File: config.mk
export PLATFORM = sky130hd
export DESIGN_NAME = dmem_arb
export DESIGN_NICKNAME = d
export VERILOG_FILES = /design/src/rtl/dmem_arb.sv
export SDC_FILE = /design/constraint.sdc
export NUM_CORES = 1
export LEC_CHECK = 0
export BUFFER_PORTS_ARGS = -buffer_cell sky130_fd_sc_hd__buf_4
export CAP_MARGIN = 20
export CELL_PAD_IN_SITES_DETAIL_PLACEMENT = 1
export CELL_PAD_IN_SITES_GLOBAL_PLACEMENT = 1
export CORE_MARGIN = 3
export CORE_UTILIZATION = 15
export DETAILED_ROUTE_END_ITERATION = 8
export PLACE_DENSITY = 0.83
export SYNTH_ARGS = -nofsm -noshare
export SYNTH_HDL_FRONTEND = slang
export SYNTH_SLANG_ARGS = --single-unit
export TNS_END_PERCENT = 50
File: constraint.sdc
create_clock -name iw_clk -period 2.4 [get_ports iw_clk]
set_clock_uncertainty 0.1 [all_clocks]
set_input_delay 0.36 -clock iw_clk [delete_from_list [all_inputs] [get_ports iw_clk]]
set_output_delay 0.36 -clock iw_clk [all_outputs]
set_load 0.02 [all_outputs]
File: src/rtl/dmem_arb.sv
// Data-memory port arbiter: pipeline MA stage vs auxiliary requester, with read-data routing.
// Optional build macro DMEM_ARB_RR_EN selects fair round-robin instead of pipeline priority.
module dmem_arb #(
  parameter int ADDR_W   = 12,
  parameter int DATA_W   = 24,
  parameter int MAX_WAIT = 4
) (
  input  logic              iw_clk,
  input  logic              iw_rst,
  input  logic              iw_pipe_req,
  input  logic              iw_pipe_we,
  input  logic [ADDR_W-1:0] iw_pipe_addr,
  input  logic [DATA_W-1:0] iw_pipe_wdata,
  output logic              ow_pipe_stall,
  output logic              ow_pipe_rvalid,
  output logic [DATA_W-1:0] ow_pipe_rdata,
  input  logic              iw_aux_req,
  input  logic              iw_aux_we,
  input  logic [ADDR_W-1:0] iw_aux_addr,
  input  logic [DATA_W-1:0] iw_aux_wdata,
  output logic              ow_aux_gnt,
  output logic              ow_aux_rvalid,
  output logic [DATA_W-1:0] ow_aux_rdata,
  output logic              ow_mem_en,
  output logic              ow_mem_we,
  output logic [ADDR_W-1:0] ow_mem_addr,
  output logic [DATA_W-1:0] ow_mem_wdata,
  input  logic [DATA_W-1:0] iw_mem_rdata
);

  typedef enum logic [1:0] {S_IDLE, S_PIPE_RD, S_AUX_RD} state_e;

  state_e     state_q, state_d;
  logic [3:0] wait_q, wait_d;
  logic       pipe_gnt, aux_gnt;

`ifdef DMEM_ARB_RR_EN
  logic last_aux_q, last_aux_d;
`endif

  // NOTE: every always_comb output gets a default before any branch, so no path can infer a latch.
  always_comb begin
    pipe_gnt = 1'b0;
    aux_gnt  = 1'b0;
    // Reset suppresses grants even though the request inputs may be active.
    if (!iw_rst) begin
`ifdef DMEM_ARB_RR_EN
      aux_gnt = iw_aux_req && (!iw_pipe_req || !last_aux_q);
`else
      aux_gnt = iw_aux_req && (!iw_pipe_req || (wait_q == 4'(MAX_WAIT)));
`endif
      pipe_gnt = iw_pipe_req && !aux_gnt;
    end
  end

  always_comb begin
    state_d = S_IDLE;
    if (pipe_gnt && !iw_pipe_we) state_d = S_PIPE_RD;
    if (aux_gnt && !iw_aux_we)   state_d = S_AUX_RD;

`ifdef DMEM_ARB_RR_EN
    wait_d     = 4'd0;
    last_aux_d = last_aux_q;
    if (aux_gnt)  last_aux_d = 1'b1;
    if (pipe_gnt) last_aux_d = 1'b0;
`else
    wait_d = 4'd0;
    if (iw_aux_req && !aux_gnt) wait_d = wait_q + 4'd1;
`endif
  end

  // NOTE: sequential state uses non-blocking assignments so all flops update from pre-edge values.
  always_ff @(posedge iw_clk) begin
    if (iw_rst) begin
      state_q <= S_IDLE;
      wait_q  <= 4'd0;
    end else begin
      state_q <= state_d;
      wait_q  <= wait_d;
    end
  end

`ifdef DMEM_ARB_RR_EN
  // Reset as if aux owned last, so the pipeline wins the first contention.
  always_ff @(posedge iw_clk) begin
    if (iw_rst) last_aux_q <= 1'b1;
    else        last_aux_q <= last_aux_d;
  end
`endif

  always_comb begin
    ow_pipe_stall  = iw_pipe_req && !pipe_gnt && !iw_rst;
    ow_aux_gnt     = aux_gnt;
    // A read in flight when reset arrives is dropped, so rvalid is gated by reset too.
    ow_pipe_rvalid = !iw_rst && (state_q == S_PIPE_RD);
    ow_aux_rvalid  = !iw_rst && (state_q == S_AUX_RD);
    ow_pipe_rdata  = ow_pipe_rvalid ? iw_mem_rdata : '0;
    ow_aux_rdata   = ow_aux_rvalid  ? iw_mem_rdata : '0;

    ow_mem_en    = 1'b0;
    ow_mem_we    = 1'b0;
    ow_mem_addr  = '0;
    ow_mem_wdata = '0;
    if (pipe_gnt) begin
      ow_mem_en    = 1'b1;
      ow_mem_we    = iw_pipe_we;
      ow_mem_addr  = iw_pipe_addr;
      ow_mem_wdata = iw_pipe_wdata;
    end else if (aux_gnt) begin
      ow_mem_en    = 1'b1;
      ow_mem_we    = iw_aux_we;
      ow_mem_addr  = iw_aux_addr;
      ow_mem_wdata = iw_aux_wdata;
    end
  end

endmodule
==> reports/metrics.cfg <==
[status]
status = finished, final reports clean

[synthesis]
synth_top_area_share_pct = 31.86
synth.cell_area_um2 = 1017
synth_cells = 129
synth_warnings = 0
async_flop_share_pct = 0
synth_nets = 233
synth_edf_count = 0
synth_area_leaders = a22o_1, and2_1, dfxtp_1
synth_area_leader_cell = a22o_1
avgSynthCellArea_um2 = 7.885
synth_seq_cells = 6
synth.yosys.seq_area_share_pct = 11.81
synthDistinctLibCells = 22
synth-main-ff-cell = dfxtp_1

[global_route]
grtUsageMet1_pct = 13.81
grt_pass1_vias = 1747
grt_use_met2_pct = 25.56
grt_max_degree = 40
gr-usage-met3_pct = 6.238
grtUsageTotal_pct = 13.46
top_usage_layer = met2
grt_pass1_wl_um = 8355
grt_antenna_before_repair = 0
gr-total-overflow = 0

[flow_run]
maxCapViolCount = 0

[sta]
setup_tns_ns = 0
finalHoldViolations = 0
finalMaxSlewViolations = 0
rsz0062_at_grt = false
max_freq_mhz = 443.9
max_slew.worst_pin.slew_ns = 0.1934
fin_crit_sh_pct = 93.86
fin_crit_ns = 2.253
hold-worst-slack_ns = 0.2193
relSlewSlack_pct = 87.07
setup_viol = 0

[worst_setup_path]
worstSetupStartpointType = register
crit_type = register to primary output
cp-end-kind = primary output
cp.arrival_ns = 1.79
cp.required_ns = 1.94
rr_worst_depth = 6
crit_fanout = 38
r2r-end = state_q[0]
rrSetupSlack_ns = 0.83
timing.rr.start = wait_q[0]

[min_path]
min_from = iw_pipe_we
hold_class = input pin to register
hold_path_end = state_q[0]
min_path_cells = 2

[place]
place_congestion = 0.6955
dp_hpwl_um = 5217
portBuffers = 191

[floorplan]
die_height_um = 88.35
io_pins = 192
coreArea_um2 = 6459
dieArea_um2 = 7806
die_w_um = 88.35
initial_core_util_pct = 15.75
num_rows = 29

[pwr]
p_leak_nw = 1.407
ir_drop_mv = 0.2027
powerDensity_nw_per_um2 = 240.2
finalPower_mw = 0.6132

[cts]
cts.sinks = 6
clkSlewWorstSetupHoldPaths_ns = 0.03
cts_tree = yes
cts_resized = 0
root_buffer = clkbuf_8
htreeDepth = 1
numCtsBuffers = 3
cts_hold_buf = 0
cts_setup_buffers = 0
clk_latency_ns = 0.22
clockBufferDepth = 2

[finish]
nets = 421
area_growth_syn_to_layout_pct = 150.9
diodes = 0
layout_commonest_cell = buf_4
final_cell_mix = buf_4, and2_1, a22o_1
n_fill_cell = 804
drive_gt1_share_pct = 64.44

[routing]
antenna_left = 0
vias_per_cell = 4.395
wl_um = 5897
drc = 0
avgRoutedWirePerCell_um = 15.04
drt_pre_antenna_iters = 3
vias = 1723
drtIter0Drc = 5

area by class of cell:
cell class	count	area, µm²	share of cell area [%]
inverters	3	11.26	0.4412
flip-flops and latches	6	120.1	4.706
repair buffers	195	1489	58.33
well taps	77	96.34	3.775
clock buffers	3	41.29	1.618
multi-input cells	108	794.5	31.13
flip-flops by register name (all words and copies together) (netlist names):
| register | cells |
|---|---|
| wait_q | 4 |
| state_q | 2 |
worst max path at each step:
| stage | start | to | slack, ns | cells past startpoint |
|---|---|---|---|---|
| after global routing | wait_q[0] | ow_mem_addr[8] | 0.03 | 7 |
| after global placement | wait_q[0] | ow_mem_addr[8] | 0.39 | 7 |
| after CTS | wait_q[0] | ow_mem_addr[8] | 0.12 | 7 |
| after detailed placement | wait_q[0] | ow_mem_addr[8] | 0.35 | 7 |
| final | wait_q[0] | ow_mem_addr[8] | 0.15 | 7 |
| after floorplan | wait_q[0] | ow_mem_wdata[10] | 0.51 | 7 |
kinds of logic after synthesis:
family	synth area share (%)
simple gates	40.10
compound gates	33.83
buf+inv	10.09
flops	11.81
xor+xnor	1.722
fa+ha+maj	2.460
worst max-delay path: stages (launching register included):
cell,delay [ns]
dfxtp_1,0.37
inv_1,0.06
ha_1,0.20
and3b_1,0.20
a21oi_2,0.18
buf_12,0.21
a22o_1,0.19
buf_4,0.15
power by group:
part	switching [mW]	total, mW	internal, mW
Combinational	0.156	0.363	0.207
Sequential	0.00157	0.104	0.102
Clock	0.0386	0.146	0.107
synthesized netlist by cell type, types with 2 or more instances:
library cell  number
and2_1            48
a22o_1            37
dfxtp_1            6
nor2_1             6
buf_6              5
buf_2              4
inv_1              3
clkbuf_1           2
ha_1               2
nand3_1            2
nor2b_1            2
nor3b_2            2
metrics by stage:
step	utilization (%)	setup WS, ns	cell area, µm²	cells
5_1_grt	39.52	0.02840	2552	392
4_1_cts	39.52	0.1208	2552	392
2_1_floorplan	-	0.5064	1017	129
3_5_place_dp	38.88	0.3532	2511	389
6_report	39.52	0.1473	2552	392
3_3_place_gp	38.88	0.3924	2511	389
routing by layer:
metal	wire, µm	up-vias
li1	-	828
met1	1960	764
met4	31	0
met5	0	-
met3	889	2
met2	3015	129
Note: power is estimated with default switching activity, not from simulation.
